### config.mk
export PLATFORM = sky130hd
export DESIGN_NAME = car_sensor_gen
export DESIGN_NICKNAME = d
export VERILOG_FILES = /design/src/rtl/car_sensor_pkg.sv /design/src/rtl/phase_timer.sv /design/src/rtl/car_sensor_gen.sv
export SDC_FILE = /design/constraint.sdc
export NUM_CORES = 1
export LEC_CHECK = 0
export CORE_MARGIN = 8
export CORE_UTILIZATION = 50
export DETAILED_ROUTE_END_ITERATION = 16
export PLACE_DENSITY = 0.71
export SLEW_MARGIN = 20
export SYNTH_ARGS = -nofsm -noshare
export SYNTH_HDL_FRONTEND = slang
export SYNTH_HIERARCHICAL = 1
export SYNTH_SLANG_ARGS = --single-unit
### constraint.sdc
create_clock -name clk -period 6.1 [get_ports clk]
set_clock_uncertainty 0.2 [all_clocks]
set_input_delay 0.61 -clock clk [delete_from_list [all_inputs] [get_ports clk]]
set_output_delay 0.61 -clock clk [all_outputs]
set_load 0.1 [all_outputs]
### src/rtl/car_sensor_pkg.sv
// Shared types and constants for the parking-lot sensor stimulus generator.
package car_sensor_pkg;

   typedef enum logic [2:0] {
      IDLE,
      PH1,
      PH2,
      PH3,
      PH4
   } gen_state_t;

   // Sensor bus encoding: [1] = outer beam, [0] = inner beam, 1 = blocked
   localparam logic [1:0] SENS_CLEAR = 2'b00;
   localparam logic [1:0] SENS_OUTER = 2'b10;
   localparam logic [1:0] SENS_INNER = 2'b01;
   localparam logic [1:0] SENS_BOTH  = 2'b11;

   // Width of the per-phase down counter
   localparam int TIMER_W = 8;

   // Beam pattern held during a phase. dir = 0 means the object meets the
   // outer beam first. A car is long enough to block both beams in PH2, while
   // a pedestrian clears the first beam before reaching the second.
   function automatic logic [1:0] phase_pattern(gen_state_t st, logic dir, logic ped);
      logic [1:0] first_beam;
      logic [1:0] second_beam;
      logic [1:0] pat;
      first_beam  = dir ? SENS_INNER : SENS_OUTER;
      second_beam = dir ? SENS_OUTER : SENS_INNER;
      case (st)
         PH1:     pat = first_beam;
         PH2:     pat = ped ? SENS_CLEAR : SENS_BOTH;
         PH3:     pat = second_beam;
         default: pat = SENS_CLEAR;
      endcase
      return pat;
   endfunction

endpackage

### src/rtl/phase_timer.sv
// Per-phase dwell timer: counts DWELL cycles after each load, flags the last one.
module phase_timer
   import car_sensor_pkg::*;
#(
   parameter int DWELL = 4  // cycles per phase, legal range 1..255
) (
   input  logic clk,
   input  logic reset,
   input  logic load,
   output logic expire
);

   localparam logic [TIMER_W-1:0] LOAD_VAL = TIMER_W'(DWELL - 1);

   logic [TIMER_W-1:0] count;
   logic               running;

   // Down counter; a load restarts the phase, otherwise count toward zero and stop
   always_ff @(posedge clk) begin
      if (reset) begin
         count   <= '0;
         running <= 1'b0;
      end else if (load) begin
         count   <= LOAD_VAL;
         running <= 1'b1;
      end else if (running) begin
         if (count == '0) begin
            running <= 1'b0;
         end else begin
            count <= count - 1'b1;
         end
      end
   end

   assign expire = running && (count == '0);

endmodule

### src/rtl/car_sensor_gen.sv
// Converts a one-cycle enter/exit command into the timed [outer, inner]
// photo-sensor waveform produced by a passing car or pedestrian.
module car_sensor_gen
   import car_sensor_pkg::*;
#(
   parameter int DWELL = 4  // cycles per phase, legal range 1..255
) (
   input  logic       clk,
   input  logic       reset,
   input  logic       start,
   input  logic       dir,
   input  logic       ped,
   output logic [1:0] sensors,
   output logic       busy,
   output logic       done
);

   gen_state_t state;
   gen_state_t state_next;
   logic       dir_q;
   logic       ped_q;
   logic       dir_next;
   logic       ped_next;
   logic       load;
   logic       expire;
   logic [1:0] sensors_next;
   logic       busy_next;
   logic       done_next;

   phase_timer #(
      .DWELL (DWELL)
   ) u_timer (
      .clk    (clk),
      .reset  (reset),
      .load   (load),
      .expire (expire)
   );

   // State register and command latched on the accepting edge
   always_ff @(posedge clk) begin
      if (reset) begin
         state <= IDLE;
         dir_q <= 1'b0;
         ped_q <= 1'b0;
      end else begin
         state <= state_next;
         dir_q <= dir_next;
         ped_q <= ped_next;
      end
   end

   // Next-state logic: accept only in IDLE, step through phases on timer expiry
   always_comb begin
      state_next = state;
      load       = 1'b0;
      dir_next   = dir_q;
      ped_next   = ped_q;
      case (state)
         IDLE: begin
            if (start) begin
               state_next = PH1;
               load       = 1'b1;
               dir_next   = dir;
               ped_next   = ped;
            end
         end
         PH1: begin
            if (expire) begin
               state_next = PH2;
               load       = 1'b1;
            end
         end
         PH2: begin
            if (expire) begin
               state_next = PH3;
               load       = 1'b1;
            end
         end
         PH3: begin
            if (expire) begin
               state_next = PH4;
               load       = 1'b1;
            end
         end
         PH4: begin
            if (expire) begin
               state_next = IDLE;
            end
         end
         default: begin
            state_next = IDLE;
         end
      endcase
   end

   // Output decode from the upcoming state so the registered outputs line up with it
   always_comb begin
      sensors_next = phase_pattern(state_next, dir_next, ped_next);
      busy_next    = (state_next != IDLE);
      done_next    = (state == PH4) && (state_next == IDLE);
   end

   // Output registers
   always_ff @(posedge clk) begin
      if (reset) begin
         sensors <= SENS_CLEAR;
         busy    <= 1'b0;
         done    <= 1'b0;
      end else begin
         sensors <= sensors_next;
         busy    <= busy_next;
         done    <= done_next;
      end
   end

endmodule

==> reports/qor.txt <==
core area: 1900 µm²
Top Metal Used: met4
CTS buffer count: 3
worst r2r dst: u_timer/count[0]
number of core rows: 16
clock-pin slew on the worst setup and hold paths: 0.10 ns
Setup CP Type: flop to flop
final setup TNS: 0 ns
Die Footprint: 3640 µm²
Final Cycle Share: 55.3%
Ports: 9
Most Frequent Cell on Critical Path: a2111oi_0
Syn. warnings: 6
final WL: 1890 µm
non-filler cells, final: 143
Worst Setup EP: u_timer/count[0]
CP startpoint: u_timer/count[0]
Yosys top cell by area: dfxtp_1
Met3 Routed Length: 77 µm
Gate Count Post-Synth: 111
total chip power: 0.392 mW
hold_buf cts: 0
crit start category: flop
IR drop worst, VDD: 0.179 mV
CTS Root Cell: clkbuf_4
initial antenna violation count: 0
footprint of the multi-input gates: 563 µm²
top cell type's share of synthesized area: 36.7%
Worst Setup End Kind: flop
first-pass GRT wire length: 3180 µm
DRC viols: 0
drt via density: 5.55
count leader, synth: dfxtp_1
fraction of registers with async set/reset: 0%
routed vias: 794
setup violators final: 0
FMAX: 296 MHz
share of cells above drive strength 1: 10.3%
gr usage total: 11.5%
total gr overflow: 0
Yosys cell types: 42
Primary FF master, synth: dfxtp_1
Final Hold Violating Endpoints: 0
Met1 Routed Length: 982 µm
CTS sink count: 18
Storage cell area: 360 µm²
I/O Buffers: 8
Crit-path slowest cell: nor3_1
Commonest cells post-synth: 18 x dfxtp_1, 10 x a21oi_1, 10 x nand2_1, 9 x nor2_1, 7 x o21ai_0
ant diodes: 0
CP max FO: 10
worst r2r src: u_timer/count[0]
worst reg-to-reg path cell count: 8
post-synthesis sequential area ratio: 36.7%
Least-Margin Pin Slew: 0.974 ns
outcome: completed
Finished Core Util: 56.7%
Initial Util: 51.6%
synthesized area per cell: 8.85 µm²
# fillers: 169
syn nets: 118
metal2 WL: 814 µm
synthesized cell area: 982 µm²
Worst Path Arrival: 3.35 ns
Chip Width: 60.3 µm
max_cap viols: 0
CTS tree: yes
HP Class: flop to flop
pin count of the biggest net entering global routing: 16
Pleak: 0.367 nW
final slew viol count: 0
fin nets: 125
setup bufs post-CTS: 0
CP Cell Sequence: inv_1 -> ha_1 -> or3b_2 -> nor3_1 -> o21ai_0 -> a21oi_1 -> a2111oi_0 -> a2111oi_0
FF-to-FF setup slack: 2.73 ns
RSZ-0062 raised after global routing: false
ranking of synthesized cells by area: dfxtp_1 37%, a21oi_1 5.1%, mux2i_1 4.1%
Yosys reg bits: 18
number of global-route vias before repair: 714
H-tree depth: 1
Clock Tree Buf Depth: 2
Inst Count DP: 140
Slew HR: 34.9%
initial DRC count: 29
first-pass iteration count of the detailed router: 4
fin crit period: 3.37 ns
Critical Path Max Stage Delay: 0.67 ns
DPL Wire Length: 1350 µm
DRT antenna net count: 0
Post-synth EDFFs: 0
wire per inst: 13.2 µm
PostCTS Resize Cnt: 0
Die H: 60.3 µm
Skew-Pair Late Insertion Delay: 0.28 ns
Required @ worst endpoint: 6.07 ns
P per Cell Area: 363 nW/µm²
GP Congestion: 0.838
P&R area growth vs syn: 9.81%
-- critical path: cells and delay by family (launching register included) --
kind                       cells  cell delay, ns
and+or+nand+nor                2            1.14
AOI/OAI and AO/OA              4            1.30
buffers and inverters          1            0.10
DFF                            1            0.35
adders and majority gates      1            0.17
-- per-layer routing --
layer | GRT usage (%) | vias to the layer above
met5 | 0 | -
met4 | 6.46 | 0
met3 | 3.44 | 2
met2 | 15.9 | 5
met1 | 15.2 | 363
li1 | - | 424
-- area by class of cell --
cell class	instances	area share [%]
Clock buffer	3	2.09
Inverter	5	1.74
Timing Repair Buffer	8	7.42
Sequential cell	18	33.4
Multi-Input combinational cell	82	52.2
Tap cell	27	3.13
-- power by group --
part	switching, mW	total [mW]	internal, mW
Sequential	0.0231	0.160	0.136
Clock	0.0348	0.0577	0.0229
Combinational	0.106	0.175	0.0687
-- cell families after synthesis --
kind of cell | share of synthesized area, %
simple gates | 27.0
compound gates | 22.5
flops | 36.7
buf+inv | 5.99
mux | 5.22
fa+ha+maj | 2.55
-- stage by stage --
step	hold WS, ns	cell area, µm²	setup slack [ns]
after CTS	0.314	1080	2.73
after floorplan	0.269	982	3.61
final	0.309	1080	2.73
after global routing	0.336	1080	2.35
after global placement	0.285	1060	2.96
after detailed placement	0.299	1060	2.77
-- registers in the layout, summed over array words and instances, names as in the netlist --
register,flops
busy,1
dir_q,1
done,1
ped_q,1
sensors,2
state,3
u_timer/count,8
u_timer/running,1
-- cells in the final DEF, fill, tap and decap left out, drive strengths merged, types with 2 or more instances in the layout --
master	instances
dfxtp	18
nand2	10
a21oi	10
nor2	9
clkdlybuf4s50	8
o21ai	7
inv	5
nor3	5
mux2i	4
a2111oi	4
nand3b	3
clkbuf	3
or4	3
or3	2
ha	2
a211oi	2
-- how the worst min path moves through the flow --
stage                     startpoint                to  slack, ns  depth (start not counted)
CTS                 u_timer/count[7]  u_timer/count[7]       0.31                          2
detailed placement  u_timer/count[7]  u_timer/count[7]       0.30                          2
global placement    u_timer/count[7]  u_timer/count[7]       0.28                          2
finish              u_timer/count[7]  u_timer/count[7]       0.31                          2
floorplan           u_timer/count[7]  u_timer/count[7]       0.27                          2
global route        u_timer/count[7]  u_timer/count[7]       0.34                          2
Power figures use the tool's default switching activity.
